$ cat config.mk
export PLATFORM = sky130hd
export DESIGN_NAME = serdes_tx_link_ctrl_flat
export DESIGN_NICKNAME = d
export VERILOG_FILES = /design/src/rtl/serdes_tx_link_ctrl_pkg.sv /design/src/rtl/serdes_tx_link_ctrl_if.sv /design/src/rtl/serdes_tx_link_ctrl_timer.sv /design/src/rtl/serdes_tx_link_ctrl.sv /design/src/flat_wrapper.sv
export SDC_FILE = /design/constraint.sdc
export NUM_CORES = 1
export LEC_CHECK = 0
export ABC_AREA = 1
export BUFFER_PORTS_ARGS = -buffer_cell sky130_fd_sc_hd__buf_2
export CAP_MARGIN = 25
export CELL_PAD_IN_SITES_DETAIL_PLACEMENT = 0
export CELL_PAD_IN_SITES_GLOBAL_PLACEMENT = 2
export CORE_MARGIN = 2
export CORE_UTILIZATION = 25
export DETAILED_ROUTE_END_ITERATION = 6
export PLACE_DENSITY_LB_ADDON = 0.1
export SYNTH_ARGS = -nofsm -noshare
export SYNTH_HDL_FRONTEND = slang
export SYNTH_SLANG_ARGS = --single-unit
$ cat constraint.sdc
create_clock -name clk -period 2.2 [get_ports clk]
set_input_delay 0.11 -clock clk [delete_from_list [all_inputs] [get_ports clk]]
set_output_delay 0.11 -clock clk [all_outputs]
set_load 0.02 [all_outputs]
$ cat src/rtl/serdes_tx_link_ctrl_pkg.sv
// Shared types and constants for the SerDes TX link-layer sequencer:
// word/lane-group widths, link state encoding and default link words.
package serdes_tx_pkg;

  localparam int GRP0_W = 24;
  localparam int GRP1_W = 16;
  localparam int WORD_W = GRP0_W + GRP1_W;
  localparam int N_GRP  = 2;

  typedef enum logic [1:0] {
    LS_OFF    = 2'd0,
    LS_TRAIN  = 2'd1,
    LS_ACTIVE = 2'd2
  } link_state_e;

  localparam logic [WORD_W-1:0] TRAIN_PATTERN_DEF = 40'hAA_AAAA_AAAA;
  localparam logic [WORD_W-1:0] IDLE_WORD_DEF     = 40'h00_0000_00BC;
  localparam logic [WORD_W-1:0] SYNC_WORD_DEF     = 40'h00_0000_007C;

  // Training alternates the pattern with its inverse to exercise every lane bit.
  function automatic logic [WORD_W-1:0] train_word(input logic [WORD_W-1:0] pat,
                                                   input logic odd);
    return odd ? ~pat : pat;
  endfunction

endpackage

$ cat src/rtl/serdes_tx_link_ctrl_if.sv
// Payload stream (valid/ready) between the TX packetizer and the link controller.
interface serdes_tx_link_ctrl_if;
  import serdes_tx_pkg::*;

  logic [WORD_W-1:0] s_data;
  logic              s_valid;
  logic              s_ready;

  modport master (output s_data, output s_valid, input  s_ready);
  modport slave  (input  s_data, input  s_valid, output s_ready);

endinterface

$ cat src/rtl/serdes_tx_link_ctrl_timer.sv
// serdes_tx_timer: up-counter over 0..MAX-1 with synchronous clear, an
// increment enable and a terminal-count flag; wraps to 0 after terminal count.
module serdes_tx_timer #(
  parameter int MAX = 2
) (
  input  logic clk,
  input  logic reset_n,
  input  logic clr,
  input  logic inc,
  output logic tc
);

  localparam int CW = (MAX > 1) ? $clog2(MAX) : 1;

  logic [CW-1:0] cnt_q, cnt_d;

  assign tc = (cnt_q == CW'(MAX - 1));

  always_comb begin
    cnt_d = cnt_q;
    if (clr)      cnt_d = '0;
    else if (inc) cnt_d = tc ? '0 : cnt_q + 1'b1;
  end

  always_ff @(posedge clk) begin
    if (!reset_n) cnt_q <= '0;
    else          cnt_q <= cnt_d;
  end

endmodule

$ cat src/rtl/serdes_tx_link_ctrl.sv
// Link-layer sequencer for the 5-lane LVDS TX serializer: OFF -> TRAIN -> ACTIVE,
// payload/idle word muxing and per-group tristate command.
// Optional periodic sync-word insertion: define SERDES_TX_SYNC_INSERT_EN.
module serdes_tx_link_ctrl
  import serdes_tx_pkg::*;
#(
  parameter int                TRAIN_CYCLES  = 64,
  parameter logic [WORD_W-1:0] TRAIN_PATTERN = TRAIN_PATTERN_DEF,
  parameter logic [WORD_W-1:0] IDLE_WORD     = IDLE_WORD_DEF,
  parameter logic [WORD_W-1:0] SYNC_WORD     = SYNC_WORD_DEF,
  parameter int                SYNC_INTERVAL = 256
) (
  input  logic                  clk,
  input  logic                  reset_n,
  input  logic                  enable,
  input  logic                  retrain,
  input  logic [N_GRP-1:0]      grp_en,
  serdes_tx_link_ctrl_if.slave  s,
  output logic [WORD_W-1:0]     ser_din,
  output logic [N_GRP-1:0]      serd_cmd,
  output logic [1:0]            link_state,
  output logic                  train_done
);

  link_state_e       state_q, state_d;
  logic [WORD_W-1:0] ser_din_q, ser_din_d;
  logic [N_GRP-1:0]  serd_cmd_q, serd_cmd_d;
  logic              train_done_q, train_done_d;
  logic              train_odd_q, train_odd_d;
  logic              train_tc;
  logic              sync_slot;
  logic              s_ready;
  logic              accept;

  serdes_tx_timer #(.MAX(TRAIN_CYCLES)) u_train_timer (
    .clk     (clk),
    .reset_n (reset_n),
    .clr     (state_q != LS_TRAIN),
    .inc     (state_q == LS_TRAIN),
    .tc      (train_tc)
  );

`ifdef SERDES_TX_SYNC_INSERT_EN
  logic sync_tc;

  // Counts ACTIVE cycles from 0 on entry; the terminal count is the sync slot.
  serdes_tx_timer #(.MAX(SYNC_INTERVAL)) u_sync_timer (
    .clk     (clk),
    .reset_n (reset_n),
    .clr     (state_q != LS_ACTIVE),
    .inc     (state_q == LS_ACTIVE),
    .tc      (sync_tc)
  );

  assign sync_slot = (state_q == LS_ACTIVE) && sync_tc;
`else
  assign sync_slot = 1'b0;
`endif

  assign s_ready   = (state_q == LS_ACTIVE) && enable && !retrain && !sync_slot;
  assign s.s_ready = s_ready;
  assign accept    = s.s_valid && s_ready;

  // NOTE: every always_comb output gets a default first so no path infers a latch.
  always_comb begin
    state_d      = state_q;
    ser_din_d    = ser_din_q;
    train_done_d = train_done_q;
    train_odd_d  = 1'b0;

    if (!enable) begin
      state_d      = LS_OFF;
      ser_din_d    = '0;
      train_done_d = 1'b0;
    end else begin
      case (state_q)
        LS_OFF:   state_d = LS_TRAIN;
        LS_TRAIN: begin
          ser_din_d   = train_word(TRAIN_PATTERN, train_odd_q);
          train_odd_d = !train_odd_q;
          if (train_tc) begin
            state_d      = LS_ACTIVE;
            train_done_d = 1'b1;
          end
        end
        LS_ACTIVE: begin
          if (retrain) begin
            state_d      = LS_TRAIN;
            train_done_d = 1'b0;
            ser_din_d    = IDLE_WORD;
          end else if (sync_slot) begin
            ser_din_d = SYNC_WORD;
          end else if (accept) begin
            ser_din_d = s.s_data;
          end else begin
            ser_din_d = IDLE_WORD;
          end
        end
        default:  state_d = LS_OFF;
      endcase
    end

    // Lanes follow the state being entered, so enable=0 tristates on the same edge.
    serd_cmd_d = (state_d == LS_OFF) ? {N_GRP{1'b1}} : ~grp_en;
  end

  // NOTE: synchronous reset sampled at clk; non-blocking so all state updates together.
  always_ff @(posedge clk) begin
    if (!reset_n) begin
      state_q      <= LS_OFF;
      ser_din_q    <= '0;
      serd_cmd_q   <= {N_GRP{1'b1}};
      train_done_q <= 1'b0;
      train_odd_q  <= 1'b0;
    end else begin
      state_q      <= state_d;
      ser_din_q    <= ser_din_d;
      serd_cmd_q   <= serd_cmd_d;
      train_done_q <= train_done_d;
      train_odd_q  <= train_odd_d;
    end
  end

  assign ser_din    = ser_din_q;
  assign serd_cmd   = serd_cmd_q;
  assign link_state = state_q;
  assign train_done = train_done_q;

endmodule

$ cat src/flat_wrapper.sv
// flat-port wrapper written by rule: the top's interface ports become plain ports
module serdes_tx_link_ctrl_flat import serdes_tx_pkg::*;
#(
  parameter int                TRAIN_CYCLES  = 64,
  parameter logic [WORD_W-1:0] TRAIN_PATTERN = TRAIN_PATTERN_DEF,
  parameter logic [WORD_W-1:0] IDLE_WORD     = IDLE_WORD_DEF,
  parameter logic [WORD_W-1:0] SYNC_WORD     = SYNC_WORD_DEF,
  parameter int                SYNC_INTERVAL = 256
)
  (clk, reset_n, enable, retrain, grp_en, ser_din, serd_cmd, link_state, train_done, s_s_data, s_s_valid, s_s_ready);
  serdes_tx_link_ctrl_if s_i ();
  input  logic clk;
  input  logic reset_n;
  input  logic enable;
  input  logic retrain;
  input  logic [N_GRP-1:0] grp_en;
  output logic [WORD_W-1:0] ser_din;
  output logic [N_GRP-1:0] serd_cmd;
  output logic [1:0] link_state;
  output logic train_done;
  input wire logic [$bits(s_i.s_data)-1:0] s_s_data;
  input wire logic [$bits(s_i.s_valid)-1:0] s_s_valid;
  output wire logic [$bits(s_i.s_ready)-1:0] s_s_ready;
  assign s_i.s_data = s_s_data;
  assign s_i.s_valid = s_s_valid;
  assign s_s_ready = s_i.s_ready;
  serdes_tx_link_ctrl #(.TRAIN_CYCLES(TRAIN_CYCLES), .TRAIN_PATTERN(TRAIN_PATTERN), .IDLE_WORD(IDLE_WORD), .SYNC_WORD(SYNC_WORD), .SYNC_INTERVAL(SYNC_INTERVAL)) u_core (.clk(clk), .reset_n(reset_n), .enable(enable), .retrain(retrain), .grp_en(grp_en), .s(s_i), .ser_din(ser_din), .serd_cmd(serd_cmd), .link_state(link_state), .train_done(train_done));
endmodule
Word level (Yosys, flattened, before mapping)
Index checks and enable logic that the tools add are counted.
Widths: inputs -> output; s select.
Cells by class
  reduce and logical (&&, ||, !) cells: 13
  bitwise gates (word level): 2
  add/sub/neg operators: 1
  eq/ne operators: 6
  multiplexer cells: 12
Operators by type and width (count)
  $mux 40: 3
  $pmux 40 s2: 1
  $add 6x1->6 const B: 1
  $eq 6x6->1 const B: 1
  $mux 2: 3
  $mux 6: 1
  $pmux 2 s3: 1
  $reduce_and 3->1: 2
  $logic_not 2->1: 2
  $ne 2x1->1 const B: 2
  $reduce_or 2->1: 2
  $logic_and 1x1->1: 3
  $eq 2x1->1 const B: 1
  $eq 2x2->1 const B: 1
  $logic_not 1->1: 2
  $mux 1: 2
  $ne 2x2->1 const B: 1
  $not 2->2: 1
  $pmux 1 s2: 1
  $reduce_and 2->1: 1
  $reduce_bool 2->1: 1
  $not 1->1: 1
Storage, ports and cells
  output and inout bits: 46
  logic and storage cells: 40
  flip-flop bits (word level): 52
  bits of input ports: 47

Longest topological paths before layout
Gate-level depths: netlist of run 1.
  word-level depth: 7
  gate-level depth with buffers: 9

By module
From an unflattened synthesis of run 1, not the netlist that was laid out.
Second synthesis, totals
  cell total of the unflattened synthesis: 276
  area total of the unflattened synthesis: 2158.3 sq um
By module, submodules not included
  serdes_tx_link_ctrl: cells each 231, sequential area each 920.9 sq um, instances 1, area an instance 1864.3 sq um
  serdes_tx_timer: cells each 45, sequential area each 120.1 sq um, instances 1, area an instance 294.0 sq um

Worst setup path before layout of run 1
No wires, ideal clock.
  path type: register -> register
  from: register u_core.state_q[0] (netlist: u_core.link_state[0])
  to: register u_core.ser_din_q[1] (netlist: u_core.ser_din[1])
  slack: 0.449 ns
  cell stages (with the launch flop): 8
  arrival time: 1.631 ns
  cell sequence: dfxtp_1 > inv_1 > ha_1 > buf_2 > inv_1 > nor2_4 > buf_2 > a21oi_1
Between the ends
  cells in the longest elaborated chain, start to end: 7
  elaborated cells between the ends (all ways): 9
  classes of those cells: eq/ne: 2; mux: 3; reduce/logical: 4
Ends and longest elaborated chain
  start: declaration: RTL line serdes_tx_link_ctrl.sv:25  | link_state_e state_q, state_d;
  start signal: assignment: RTL line serdes_tx_link_ctrl.sv:116  | state_q <= state_d;
  $eq 2x2->1: RTL line serdes_tx_link_ctrl.sv:60, serdes_tx_link_ctrl.sv:76
  $logic_and 1x1->1 (2 in a row): RTL line serdes_tx_link_ctrl.sv:60  | assign s_ready = (state_q == LS_ACTIVE) && enable && !retrain && !sync_slot;
  $logic_and 1x1->1: RTL line serdes_tx_link_ctrl.sv:62  | assign accept = s.s_valid && s_ready;
  $mux 40: RTL line serdes_tx_link_ctrl.sv:93  | end else if (accept) begin
  $mux 40: RTL line serdes_tx_link_ctrl.sv:87  | if (retrain) begin
  $pmux 40 s2: RTL line serdes_tx_link_ctrl.sv:76  | case (state_q)
  end signal: assignment: RTL line serdes_tx_link_ctrl.sv:117  | ser_din_q <= ser_din_d;
  end: declaration: RTL line serdes_tx_link_ctrl.sv:26  | logic [WORD_W-1:0] ser_din_q, ser_din_d;
Several ways; a longest one is shown, not always the timed one.
A chain may end at the register's enable or synchronous reset.

Worst setup path in the final report of run 1
  from: register u_core.state_q[0] (netlist: u_core.link_state[0])
  to: output s_s_ready
Between the ends
  cells in the longest elaborated chain, start to end: 3
Ends and longest elaborated chain
  $eq 2x2->1: RTL line serdes_tx_link_ctrl.sv:60
  $logic_and 1x1->1 (2 in a row): RTL line serdes_tx_link_ctrl.sv:60
  end: declaration: RTL line flat_wrapper.sv:23  | output wire logic [$bits(s_i.s_ready)-1:0] s_s_ready;
No other way between the ends.

==> out/results.tsv, run 1 <==
metric	value	unit
CP Launch Type	register	
max cap viols	0	
leading area contributor after synthesis	dfxtp_1	
FF+latch area	1040	um^2
critical path class	register to output pin	
Placer Congestion	0.709	
total track usage	13.1	%
Slowest cell on crit path	dfxtp_1	
row count	33	
post-DR wirelength/cell	13.2	um
initial antenna violation count	0	
# Post-CTS Setup Buffers	0	
Total Power	1.75	mW
critical path endpoint category	output pin	
PwrDens	632	nW/um^2
CTS resizes	0	
die footprint	9140	um^2
GR Overflow Total	0	
drt total wl	6.04	mm
IO Pins	93	
Primary FF master, synth	dfxtp_1	
Via-to-Cell Ratio	4.39	
Post-Syn Instances	258	
Die Span X	95.6	um
DPL Wire Length	4.19	mm
Final Cell Area	2780	um^2
post-synthesis cell type count	21	
Layout area overhead	32.4	%
placed cell area	2660	um^2
Hold Vio Cnt, Final	0	
setup violators final	0	
slew margin rel.	63.8	%
critical path, cell by cell	inv_1 > ha_1 > nand2_2 > nor2_1 > buf_2	
Sink Count	52	
Worst Hold Class	input pin to register	
Multi-input gate area	922	um^2
Mapped Area	2100	um^2
DRT Pass-1 Iters	4	
layout cells sized above 1	34.5	%
fmax	568	MHz
Buf+Inv Stages, Crit Path	2	
Crit path max-delay family	simple AND/OR/NAND/NOR gates	
global-route wire length before repair	9.18	mm
largest net degree at the start of global routing	36	
YS warnings	0	
worst vdd ir	202	uV
CTS Buf Count	5	
Nets	403	
Diodes inserted	0	
final worst slack	0.439	ns
Worst path max stage delay	0.36	ns
setup TNS	0	ns
Lkg Pwr	1.25	nW
core area	8180	um^2
number of routed nets with antenna violations	0	
Clock Skews	0.00479	ns
register area share after synthesis	49.6	%
Hold Buf Count CTS	2	
Initial Utilization	25.7	%
FF+latch count, synth	52	
Worst-path clk slew	0.09	ns
worst-path fanout max	6	
TritonCTS clock tree	done	
drt drc	0	
Min Clock Period, post-route	1.76	ns
CTS Buffer Depth	2	
H-tree lvl count	2	
FILL cells	900	
die height	95.6	um
Final Max Slew Viols	0	
Via Count	2001	
EDFF count, synth	0	
synth cell count leaders	nand2_1, dfxtp_1, a21oi_1	
Synth top area share	49.6	%
reg-to-reg slack, setup	0.45	ns
worst-margin pin slew	0.542	ns
main area contributors after synthesis	dfxtp_1, nand2_1, a21oi_1	
pre-CTS WS	0.432	ns
Critical Path RT	2.09	ns
port bufs	92	
syn nets	310	
clk_lat worst skew	0.30	ns
CP arrival	1.65	ns
Core Util, Final	34.0	%
ys async rst share	0	%
unrepaired setup endpoints after global routing	false	
vias in the first global route	1869	
Final Cycle Share	80.0	%
Iter 0 DRT Violations	56	
mean post-synth cell area	8.13	um^2
count leader, synth	nand2_1	
status	finished clean	
Clock Tree Root	clkbuf_8	
-- worst min-delay path, delay by kind of cell --
kind | cells | cell delay (ns)
buffers and inverters | 1 | 0.09
AND/OR/NAND/NOR | 1 | 0.05
AO/OA/AOI/OAI | 1 | 0.05
-- power by group --
group / internal [mW] / switching (mW) / leakage, nW / total (mW)
registers: 0.967 / 0.0133 / 0.422 / 0.981
clock network: 0.281 / 0.305 / 0.0503 / 0.586
logic: 0.0734 / 0.114 / 0.781 / 0.188
-- through the flow --
step           hold slack [ns]  instances
2_1_floorplan            0.179        258
3_3_place_gp             0.277        447
3_5_place_dp             0.280        447
4_1_cts                 0.0323        456
5_1_grt                 0.0352        456
6_report                0.0441        456
-- worst paths after layout --
check,startpoint,endpoint,cells after the start
worst max-delay path,u_core.link_state[0]$_SDFF_PN0_,s_s_ready,5
worst min-delay path,s_s_data[23],u_core.ser_din[23]$_SDFFE_PN0P_,3
worst max register to register,u_core.link_state[0]$_SDFF_PN0_,u_core.ser_din[4]$_SDFFE_PN0P_,6
worst min register to register,u_core.u_train_timer.cnt_q[0]$_SDFFE_PP0P_,u_core.u_train_timer.cnt_q[0]$_SDFFE_PP0P_,1
-- kinds of logic (layout without fill, tap and decap cells) --
group                      Yosys count  after routing  share of synthesized area, %
AOI/OAI and AO/OA                   79             79                          20.1
xor gates and xnor gates             1              1                         0.417
adders and majority gates            5              5                          2.98
buffers and inverters               28            121                          6.44
DFF                                 52             52                          49.6
and+or+nand+nor                     93             93                          20.5
-- final cells by class --
cell class | count | area share [%]
repair buffers | 99 | 19.1
clock buffers | 7 | 3.47
multi-input cells | 178 | 33.2
flip-flops and latches | 52 | 37.5
well taps | 105 | 4.73
inverters | 15 | 2.03
-- cells in the final DEF, fill, tap and decap left out, types with 6 or more instances in the layout --
| master | synthesis | final |
|---|---|---|
| buf_2 | 3 | 92 |
| dfxtp_1 | 52 | 52 |
| inv_1 | 15 | 15 |
| o21ai_0 | 30 | 30 |
| nor2_1 | 9 | 9 |
| nand3_1 | 6 | 6 |
| nand2_1 | 58 | 58 |
| a21oi_2 | 7 | 7 |
| nand2_2 | 8 | 8 |
| clkbuf_8 | 0 | 7 |
| a21oi_1 | 37 | 37 |
-- sequential cells by signal (all words and copies together), names as in the netlist --
register and count:
u_core.link_state 2, u_core.ser_din 40, u_core.serd_cmd 2, u_core.train_done 1
u_core.train_odd_q 1, u_core.u_train_timer.cnt_q 6
-- layer usage --
layer | track usage (%) | vias to the layer above | share of wire [%]
met5 | 0 | - | 0
met4 | 3.57 | 0 | 0.68
met3 | 3.79 | 5 | 6.4
met2 | 20.8 | 49 | 45
met1 | 17.3 | 905 | 48
li1 | - | 1042 | -
Power figures use the tool's default switching activity.
==> run 2: changes to the inputs <==
--- a/config.mk
+++ b/config.mk
@@ -11,7 +11,7 @@
 export CELL_PAD_IN_SITES_DETAIL_PLACEMENT = 0
 export CELL_PAD_IN_SITES_GLOBAL_PLACEMENT = 2
 export CORE_MARGIN = 2
-export CORE_UTILIZATION = 25
+export CORE_UTILIZATION = 23
 export DETAILED_ROUTE_END_ITERATION = 6
 export PLACE_DENSITY_LB_ADDON = 0.1
 export SYNTH_ARGS = -nofsm -noshare
==> constraint.sdc (replaced) <==
create_clock -name clk -period 1.6 [get_ports clk]
set_input_delay 0.08 -clock clk [delete_from_list [all_inputs] [get_ports clk]]
set_output_delay 0.08 -clock clk [all_outputs]
set_load 0.02 [all_outputs]
==> out/results.tsv, run 2 (same netlist as run 1, synthesis figures left out) <==
metric	value	unit
reg-to-reg slack, setup	0.11	ns
total track usage	12.7	%
Via-to-Cell Ratio	4.34	
status	finished clean	
Net Sw Frac	25.8	%
core area	8760	um^2
Lkg Pwr	1.36	nW
internal power	1.82	mW
Final Max Slew Viols	0	
unrepaired setup endpoints after global routing	false	
Total Power	2.45	mW
Slowest cell on crit path	dfxtp_2	
Final Cycle Share	94.8	%
fmax	659	MHz
global-route wire length before repair	10.1	mm
setup TNS	0	ns
IO Pins	93	
worst-path fanout max	6	
Min Clock Period, post-route	1.52	ns
layout cells sized above 1	35.6	%
CTS Buf Count	5	
die footprint	9900	um^2
proportion of power drawn by the clock network	32.8	%
met1 WL	2.96	mm
pre-CTS WS	0.0306	ns
WHS Endpoint	u_core.ser_din[29]$_SDFFE_PN0P_	
Sink Count	52	
Clock Skews	0.00424	ns
Largest register FFs	40	
Worst Hold Class	input pin to register	
Critical Path RT	1.52	ns
vias in the first global route	2049	
worst-margin pin slew	0.343	ns
Psw	0.633	mW
largest net degree at the start of global routing	36	
Worst-path clk slew	0.10	ns
PwrDens	806	nW/um^2
die height	99.5	um
Hold Path Depth	3	
post-DR wirelength/cell	13.2	um
most common cell after layout, fill and taps aside	buf_2	
Diodes inserted	0	
CP Launch Type	register	
metal3 WL	357	um
most frequent cells in the layout	buf_2, nand2_1, dfxtp_1, a21oi_1, o21ai_0	
Via Count	2092	
R2R Path End	u_core.ser_din[8]$_SDFFE_PN0P_	
share of power burned in registers	55.0	%
critical path, cell by cell	inv_1 > ha_2 > nand2_2 > nor2_1 > buf_4 > buf_2	
number of routed nets with antenna violations	0	
DR top layer	met4	
port bufs	92	
DRT Pass-1 Iters	4	
worst vdd ir	264	uV
critical path endpoint category	output pin	
max cap viols	0	
Initial Utilization	23.9	%
Nets	425	
Layout area overhead	44.9	%
hold path startpoint	s_s_data[29]	
critical path class	register to output pin	
slew margin rel.	77.1	%
GR Overflow Total	0	
Worst path max stage delay	0.33	ns
TritonCTS clock tree	done	
Hold Vio Cnt, Final	0	
clk_lat worst skew	0.31	ns
drt drc	0	
logic gate share of total power	12.3	%
drt total wl	6.38	mm
initial antenna violation count	0	
FF-to-FF Start	u_core.link_state[0]$_SDFF_PN0_	
Die Span X	99.5	um
routed wl met2	2.96	mm
Placer Congestion	0.695	
final worst slack	0.0828	ns
Clock Tree Root	clkbuf_8	
H-tree lvl count	2	
DPL Wire Length	4.23	mm
row count	34	
CP arrival	1.44	ns
CTS Buffer Depth	2	
Iter 0 DRT Violations	64	
setup violators final	0	
worst r2r path cells	8	
[run 2: power groups by stage]
stage / clock network, mW / registers, mW / logic (mW)
4_1_cts: 0.842 / 1.35 / 0.302
2_1_floorplan: 0 / 1.42 / 0.0883
6_report: 0.803 / 1.35 / 0.300
3_3_place_gp: 0 / 1.38 / 0.276
5_1_grt: 0.877 / 1.35 / 0.333
3_5_place_dp: 0 / 1.38 / 0.275
[run 2: how the worst max path moves through the flow]
stage / to / start
final: s_s_ready / u_core.link_state[0]$_SDFF_PN0_
after detailed placement: u_core.ser_din[4]$_SDFFE_PN0P_ / u_core.link_state[1]$_SDFF_PN0_
after global routing: s_s_ready / u_core.link_state[0]$_SDFF_PN0_
after floorplan: u_core.ser_din[5]$_SDFFE_PN0P_ / u_core.link_state[0]$_SDFF_PN0_
after global placement: u_core.ser_din[4]$_SDFFE_PN0P_ / u_core.link_state[1]$_SDFF_PN0_
after CTS: u_core.ser_din[4]$_SDFFE_PN0P_ / u_core.link_state[1]$_SDFF_PN0_
[run 2: what timing repair did]
item,4_1_cts,5_1_grt
buffers inserted,0,4
setup endpoints to repair,0,36
endpoints found under the hold margin,14,1
hold buffers,14,1
gates resized for setup,0,2
[run 2: layer usage]
metal  global-route usage (%)  vias up
met5                        0        -
met4                     4.85        0
met3                     3.09        8
met2                     21.0       55
met1                     16.0      950
li1                         -     1079
[run 2: critical path: cells and delay by family, from the launching register on]
kind / cells / cell delay [ns]
buf+inv: 3 / 0.40
flops: 1 / 0.33
simple gates: 2 / 0.20
fa+ha+maj: 1 / 0.19
[run 2: layout make-up]
class                      instances  area (um^2)
sequential                        52         1040
clock inverter                     1         7.51
timing repair buffer             121          787
fill                             958         5720
multi-input combinational        178          925
clock buffer                       7         86.3
tap                              108          135
inverter                          15         56.3
[run 2: metrics by stage]
step,area [um^2],hold WS [ns],util (%),cells
floorplan,2100,0.149,-,258
global placement,2720,0.245,31.1,454
detailed placement,2720,0.248,31.1,454
CTS,2960,0.0000973,33.7,476
global route,3040,0.00304,34.7,482
finish,3040,0.00728,34.7,482
